--- src/rtl/regfile_pkg.sv ---
// Shared constants and types for the multi-port register file.
// Optional feature macro: REGFILE_BYPASS_EN (same-cycle write-to-read forwarding).
package regfile_pkg;

    localparam int REGFILE_DATA_W = 32;
    localparam int REGFILE_ADDR_W = 5;
    localparam int REGFILE_NREAD  = 2;

    // INIT walks the clear pointer over every register; RUN is normal operation.
    typedef enum logic {
        INIT = 1'b0,
        RUN  = 1'b1
    } state_t;

    typedef logic [REGFILE_ADDR_W-1:0] reg_addr_t;
    typedef logic [REGFILE_DATA_W-1:0] reg_data_t;

endpackage

--- src/rtl/regfile_scoreboard.sv ---
// Per-register busy bits for load-use hazard detection, with NREAD lookup ports.
// A set and a clear to the same register in one cycle leaves it busy.
module regfile_scoreboard
    import regfile_pkg::*;
#(
    parameter int ADDR_W   = REGFILE_ADDR_W,
    parameter int NREAD    = REGFILE_NREAD,
    parameter int ZERO_REG = 1
) (
    input  logic                    clk,
    input  logic                    rst,
    input  logic                    run,
    input  logic                    set_en,
    input  logic [ADDR_W-1:0]       set_addr,
    input  logic                    clr_en,
    input  logic [ADDR_W-1:0]       clr_addr,
    input  logic [NREAD*ADDR_W-1:0] look_addr,
    output logic [NREAD-1:0]        look_busy
);

    localparam int DEPTH   = 1 << ADDR_W;
    localparam bit ZERO_EN = (ZERO_REG != 0);

    logic [DEPTH-1:0] busy_reg;
    logic             set_ok;

    // Register 0 never becomes busy when it is hardwired to zero.
    assign set_ok = set_en && !(ZERO_EN && (set_addr == '0));

    // Busy bit update: clear on write-back, set on load issue; the later set wins.
    always_ff @(posedge clk) begin
        if (!rst) begin
            busy_reg <= '0;
        end else if (run) begin
            if (clr_en) begin
                busy_reg[clr_addr] <= 1'b0;
            end
            if (set_ok) begin
                busy_reg[set_addr] <= 1'b1;
            end
        end
    end

    genvar gi;
    generate
        for (gi = 0; gi < NREAD; gi++) begin : g_look
            assign look_busy[gi] = busy_reg[look_addr[gi*ADDR_W +: ADDR_W]];
        end
    endgenerate

endmodule

--- src/rtl/regfile_mp.sv ---
// Parametrised multi-read-port register file with post-reset clear sequence
// and busy scoreboard. Reads are combinational; writes land on the rising edge.
// Optional feature macro: REGFILE_BYPASS_EN forwards the in-flight write to
// every read port and hides the busy flag of the register being written.
module regfile_mp
    import regfile_pkg::*;
#(
    parameter int DATA_W   = REGFILE_DATA_W,
    parameter int ADDR_W   = REGFILE_ADDR_W,
    parameter int NREAD    = REGFILE_NREAD,
    parameter int ZERO_REG = 1
) (
    input  logic                    clk,
    input  logic                    rst,
    input  logic                    we,
    input  logic [ADDR_W-1:0]       waddr,
    input  logic [DATA_W-1:0]       wdata,
    input  logic [NREAD-1:0]        re,
    input  logic [NREAD*ADDR_W-1:0] raddr,
    output logic [NREAD*DATA_W-1:0] rdata,
    input  logic                    busy_set,
    input  logic [ADDR_W-1:0]       busy_addr,
    output logic [NREAD-1:0]        rbusy,
    output logic                    ready
);

    localparam int DEPTH   = 1 << ADDR_W;
    localparam bit ZERO_EN = (ZERO_REG != 0);

    state_t            state_reg;
    state_t            state_next;
    logic [ADDR_W-1:0] ptr_reg;
    logic [ADDR_W-1:0] ptr_next;

    logic [DATA_W-1:0] regs [DEPTH];
    logic              zero_waddr;
    logic [NREAD-1:0]  sb_busy;

    // State and clear-pointer registers.
    always_ff @(posedge clk) begin
        if (!rst) begin
            state_reg <= INIT;
            ptr_reg   <= '0;
        end else begin
            state_reg <= state_next;
            ptr_reg   <= ptr_next;
        end
    end

    // Next state: INIT advances the clear pointer and leaves after the last register.
    always_comb begin
        state_next = state_reg;
        ptr_next   = ptr_reg;
        case (state_reg)
            INIT: begin
                ptr_next = ptr_reg + 1'b1;
                if (ptr_reg == ADDR_W'(DEPTH - 1)) begin
                    state_next = RUN;
                end
            end
            RUN:     state_next = RUN;
            default: state_next = INIT;
        endcase
    end

    assign ready      = (state_reg == RUN);
    assign zero_waddr = ZERO_EN && (waddr == '0);

    // Storage write: clear sequence during INIT, write-back port during RUN.
    always_ff @(posedge clk) begin
        if (rst) begin
            if (state_reg == INIT) begin
                regs[ptr_reg] <= '0;
            end else if (we && !zero_waddr) begin
                regs[waddr] <= wdata;
            end
        end
    end

    regfile_scoreboard #(
        .ADDR_W   (ADDR_W),
        .NREAD    (NREAD),
        .ZERO_REG (ZERO_REG)
    ) u_scoreboard (
        .clk       (clk),
        .rst       (rst),
        .run       (ready),
        .set_en    (busy_set),
        .set_addr  (busy_addr),
        .clr_en    (we),
        .clr_addr  (waddr),
        .look_addr (raddr),
        .look_busy (sb_busy)
    );

    genvar gi;
    generate
        for (gi = 0; gi < NREAD; gi++) begin : g_rd
            logic [ADDR_W-1:0] ra;
            logic              hit;
            logic [DATA_W-1:0] rd;

            assign ra = raddr[gi*ADDR_W +: ADDR_W];
`ifdef REGFILE_BYPASS_EN
            assign hit = we && (waddr == ra);
`else
            assign hit = 1'b0;
`endif

            // Read mux: gated zero, then forwarded write data, then stored value.
            always_comb begin
                rd = '0;
                if (ready && re[gi] && !(ZERO_EN && (ra == '0))) begin
                    rd = hit ? wdata : regs[ra];
                end
            end

            assign rdata[gi*DATA_W +: DATA_W] = rd;
            assign rbusy[gi] = ready & re[gi] & sb_busy[gi] & ~hit;
        end
    endgenerate

endmodule

--- config.mk ---
export PLATFORM = sky130hd
export DESIGN_NAME = regfile_mp
export DESIGN_NICKNAME = d
export VERILOG_FILES = /design/src/rtl/regfile_pkg.sv /design/src/rtl/regfile_scoreboard.sv /design/src/rtl/regfile_mp.sv
export SDC_FILE = /design/constraint.sdc
export NUM_CORES = 1
export LEC_CHECK = 0
export BUFFER_PORTS_ARGS = -buffer_cell sky130_fd_sc_hd__buf_4
export CAP_MARGIN = 25
export CORE_AREA = 2 2 303 305
export DETAILED_ROUTE_END_ITERATION = 10
export DIE_AREA = 0 0 305 307
export HOLD_SLACK_MARGIN = 0.12
export PLACE_DENSITY_LB_ADDON = 0.12
export RECOVER_POWER = 100
export SYNTH_ARGS = -nofsm -noshare
export SYNTH_HDL_FRONTEND = slang
export SYNTH_HIERARCHICAL = 1
export SYNTH_SLANG_ARGS = --single-unit
--- constraint.sdc ---
create_clock -name clk -period 4.21 [get_ports clk]
set_input_delay 0.2105 -clock clk [delete_from_list [all_inputs] [get_ports clk]]
set_output_delay 0.2105 -clock clk [all_outputs]
set_load 0.02 [all_outputs]
# --- After elaboration in Yosys (flattened, before gate mapping) ---
# Memories as Yosys holds them, arrays and structs flattened.
# Index checks and enable logic that the tools add are counted.
# W data, S select, Z words.
totals:
  ff_bits: 38
  ramBits: 1024
  inputBits: 58
  out_inout_bits: 67
  word_cells: 63
  memories: 1
memory_table:
  columns: ["memory", "words", "word_bits", "read_ports", "rd_ports_with_merged_regs", "write_ports", "line", "source"]
  rows:
  - ["regs", 32, 32, 2, 0, 1, "regfile_mp.sv:35", "logic [DATA_W-1:0] regs [DEPTH];"]
op_classes:
  n_addsub: 1
  n_lt_le_gt_ge: 6
  eq_ne: 1
  mux: 26
  n_bitwise: 8
  n_reduce_logical: 17
op_table:
  columns: ["cell", "n"]
  rows:
  - ["$mux W32", 7]
  - ["$and A32 B32 Y32", 1]
  - ["$not A32 Y32", 1]
  - ["$or A32 B32 Y32", 1]
  - ["$reduce_or A32 Y1", 1]
  - ["$lt A5 B6 Y1 const B", 4]
  - ["$logic_not A5 Y1", 4]
  - ["$mux W1", 13]
  - ["$bmux W1 S5", 2]
  - ["$demux W1 S5", 2]
  - ["$ge A5 B1 Y1 const B", 2]
  - ["$logic_and A1 B1 Y1", 8]
  - ["$add A5 B1 Y5 const B", 1]
  - ["$eq A5 B5 Y1 const B", 1]
  - ["$mux W5", 1]
  - ["$and A1 B1 Y1", 4]
  - ["$logic_not A1 Y1", 4]
  - ["$pmux W1 S2", 1]
  - ["$not A1 Y1", 1]

# --- Logic depth before layout (Yosys ltp) ---
depth:
  ltp_word: 11
  depth_mapped: 8
  depth_no_buf: 6

# --- By module ---
# The synthesis kept the hierarchy.
modules_own_cells:
  columns: ["mod", "n_inst", "cells_each", "area_per_inst_um2", "seq_area_each_um2"]
  rows:
  - ["regfile_mp", 1, 2798, 49022.0, 30869.6]
  - ["regfile_scoreboard", 1, 252, 2062.0, 640.6]

# --- Worst setup path before layout ---
# Ideal clock, no wire load.
synth_timing:
  path_kind: "reg-to-reg"
  start: "register state_reg (netlist: ready)"
  end: "memory regs[0][0] (netlist bit), enable pin"
  setup_time_ps: 461
  arrival_time_ps: 3848
  required_ps: 3749
  path_slack_ps: -99
  path_stages_with_launch: 6
  path_buffers: 1
  synth_period_minus_slack_ps: 4309
  cell_sequence: "dfxtp_1 > clkbuf_2 > nand3_1 > a21oi_2 > mux2_2 > nor3_1"
synth_via:
  elab_chain_cells: 5
  elab_cells_between_ends: 9
  cone_classes: "mux (8); reduce/logical (1)"
synth_rtl:
  columns: ["element", "line", "source"]
  rows:
  - ["start: declaration", "regfile_mp.sv:30", "state_t state_reg;"]
  - ["start signal: assignment", "regfile_mp.sv:45", "state_reg <= state_next;"]
  - ["$mux W1", "regfile_mp.sv:72", "if (state_reg == INIT) begin"]
  - ["$mux W1", "regfile_mp.sv:71", "if (rst) begin"]
  - ["$mux W1 (not written as such)", "regfile_mp.sv:75", "regs[waddr] <= wdata;"]
  - ["$reduce_or A32 Y1 (no line)", null, null]
  - ["$mux W5 (no line) or $mux W1 (tied branches)", null, null]
  - ["end: declaration", "regfile_mp.sv:35", null]
# Several ways; a longest one is shown, not always the timed one.

# --- Worst setup path after layout ---
layout_timing:
  start: "register state_reg (netlist: ready)"
  end: "output rdata[13]"
layout_via:
  elab_chain_cells: 3
layout_rtl:
  columns: ["element", "line", "source"]
  rows:
  - ["$logic_and A1 B1 Y1 (2 in series)", "regfile_mp.sv:113", "if (ready && re[gi] && !(ZERO_EN && (ra == '0))) begin"]
  - ["$mux W32", "regfile_mp.sv:113", null]
  - ["end: declaration", "regfile_mp.sv:20", "output logic [NREAD*DATA_W-1:0] rdata,"]
# No other way between the ends.

==> flow_metrics.tcl <==
set metrics [dict create \
    antenna_left 0 \
    dieArea_um2 93600 \
    max_slew_margin -0.268 \
    antenna_found_initial 5 \
    switchingPower_mw 4.94 \
    worst_pin_slew_ns 1.90 \
    p_per_area_nw_per_um2 396 \
    grt_pass1_wl_um 228000 \
    yosysWarningCount 6 \
    layout_commonest_cell "edfxtp_1" \
    initial_core_util 0.563 \
    comb_power_share 0.060 \
    yosys_register_bits 1062 \
    firstDrtPassIters 6 \
    violations "capacitance limit, slew limit" \
    syn_nets 3110 \
    path_max_fanout 24 \
    cts-root-buf "clkbuf_16" \
    synth_edf_count 1024 \
    hpwl_um 97800 \
    required_ns 4.00 \
    die_h_um 307 \
    clockBufferDepth 3 \
    clock_sinks 1062 \
    grt_max_degree 106 \
    worstReg2RegEnd "regs[27][17]" \
    fillCellCount 6355 \
    crit_type "flop to output port" \
    routedWlPerCell_um 35.7 \
    seqPwrFrac 0.506 \
    insertion_delay_ns 0.71 \
    cts_tree "done" \
    synthDistinctLibCells 62 \
    final_cell_mix "edfxtp_1, mux2i_1, mux4_2" \
    dp.cells 4267 \
    synth_top_area_share 0.602 \
    peakVddDrop_v 0.000379 \
    post_cts_buffers 0 \
    finClkSkew_ns 0.0226 \
    rsz0062_at_grt "no" \
    vias 32400 \
    power.total_mw 22.7 \
    pre_cts_ws_ns 1.06 \
    timing.final.ws_setup_ns 0.340 \
    cts_buffers 112 \
    synth_cells 3050 \
    ioPinCount 125 \
    power_frac_clock 0.434 \
    syn-cell-area_um2 51100 \
    wirelength_um 161000 \
    num_rows 111 \
    max_freq_mhz 258 \
    place_congestion 0.918 \
    status "finished with violations" \
    syn_area_per_cell_um2 16.7 \
    worstHoldPathType "primary input to flop" \
    synth_seq_area_share 0.617 \
    r2r_slack_ns 0.54 \
    synth-main-ff-cell "edfxtp_1" \
    r2r_cells 6 \
    grt-ovfl-total 0 \
    slew_viol_final 316 \
    hold_slack_ns 0.172 \
    crit_path_end_kind "output port" \
    htreeDepth 3 \
    setup_viol_count_final 0 \
    yosysTopAreaCell "edfxtp_1" \
    final_layout_size_suffix_gt1_frac 0.249 \
    first_iter_violations 4130 \
    clkTransAtPathRegs_ns 0.06 \
    dpl_cell_area_um2 53900 \
    swShare 0.217 \
    hp-start "wdata[21]" \
    r2r_start "ready" \
    async_reset_ff_frac 0 \
    vias_per_cell 7.18 \
    hold_viol 0 \
    finalCritPeriodShare 0.919 \
    worstPathArrival_ns 3.66 \
    portBuffers 124 \
    hold_depth 2 \
    largest_register_ff_count 1024 \
    period_minus_slack_ns 3.87 \
    grt_pass1_vias 32600 \
    finalInstanceArea_um2 57300 \
    core_um2 90700 \
    stdcell_count 4516 \
    nets 3294 \
    startpoint_type "flop" \
    leakage_nw 19.9 \
    min_to "regs[7][21]" \
    syn_to_final_growth_pct 12.3 \
    cap_violations 11 \
    grtUsageTotal 0.342 \
    p_int_mw 17.8 \
    drc 0 \
    synth_area_leaders "edfxtp_1, mux4_2, mux2i_1" \
    die_w_um 305 \
]
==> per-layer routing <==
metal	up-vias	part of all wire	global-route usage
met4	0	0.044	0.145
li1	13000	-	-
met1	16800	0.38	0.469
met3	404	0.11	0.0752
met5	-	0	0
met2	2203	0.47	0.535
==> cell usage after synthesis, types with 10 or more instances <==
cell and instances:
nand3_1 87, o21ai_0 55, o2111ai_1 23, nor2b_1 43
nand2_1 90, a21boi_0 22, nand4_1 10, mux2_2 125
and2_1 43, buf_4 28, edfxtp_1 1024, dfxtp_1 38
buf_6 26, nor2_1 55, o22ai_1 29, nor3_1 22
mux4_2 302, a21oi_1 14, buf_2 93, o21a_1 28
clkbuf_1 81, a22oi_1 161, a211oi_1 29, mux2i_1 459
a221oi_1 27, o31ai_1 27
==> power groups by stage <==
| stage | clock (mW) | sequential, mW | combinational [mW] |
|---|---|---|---|
| 2_1_floorplan | 0 | 11.7 | 0.916 |
| 3_3_place_gp | 0 | 11.7 | 1.32 |
| 3_5_place_dp | 0 | 11.7 | 1.34 |
| 4_1_cts | 9.93 | 11.5 | 1.35 |
| 6_report | 9.86 | 11.5 | 1.37 |
| 5_1_grt | 10.3 | 11.5 | 1.42 |
==> how the worst max path moves through the flow <==
stage | from | depth (start not counted) | slack (ns) | endpoint
after floorplan | ready | 5 | -0.1 | regs[0][0]
after global placement | raddr[0] | 7 | 1.11 | rdata[7]
after detailed placement | raddr[0] | 7 | 1.06 | rdata[7]
after CTS | ready | 5 | 0.77 | rdata[60]
after global routing | ready | 7 | 0.35 | regs[9][20]
final | ready | 6 | 0.34 | rdata[13]
==> worst max-delay path, cell delays in order (launching register included) <==
cell	delay (ns)
dfxtp_1	0.33
buf_4	0.27
o311ai_0	0.19
clkbuf_2	0.58
a221oi_1	1.03
o21a_1	0.27
clkbuf_1	0.26
==> per-stage QoR <==
stage | util | TNS (ns)
after floorplan | - | -32.24
final | 0.632 | 0
after detailed placement | 0.594 | 0
after CTS | 0.638 | 0
after global routing | 0.632 | 0
after global placement | 0.594 | 0
==> cell type report <==
type                    instances  area (µm²)  area share
multi-input cells            1748       18400       0.321
well taps                    1186        1480      0.0259
repair buffers                306        2250      0.0392
clock inverters                70         736      0.0128
inverters                       4        15.0    0.000262
flip-flops and latches       1062       31500       0.549
clock buffers                 137        2920      0.0509
diodes                          3        7.51    0.000131
==> logic make-up (layout without fill, tap and decap cells) <==
logic type / Yosys count / count (layout) / synth area share
compound gates: 457 / 457 / 0.0646
xor+xnor: 3 / 3 / 0.000514
fa+ha+maj: 2 / 2 / 0.000490
buf+inv: 240 / 517 / 0.0264
flops: 1062 / 1062 / 0.617
mux: 886 / 886 / 0.251
other cells: 0 / 3 / 0
simple gates: 400 / 400 / 0.0406
==> what timing repair did <==
action | in CTS | in global routing
hold buffers | 27 | 4
endpoints found under the hold margin | 38 | 12
gates resized for setup | 0 | 0
No activity file was read; power rests on OpenSTA's default activity.
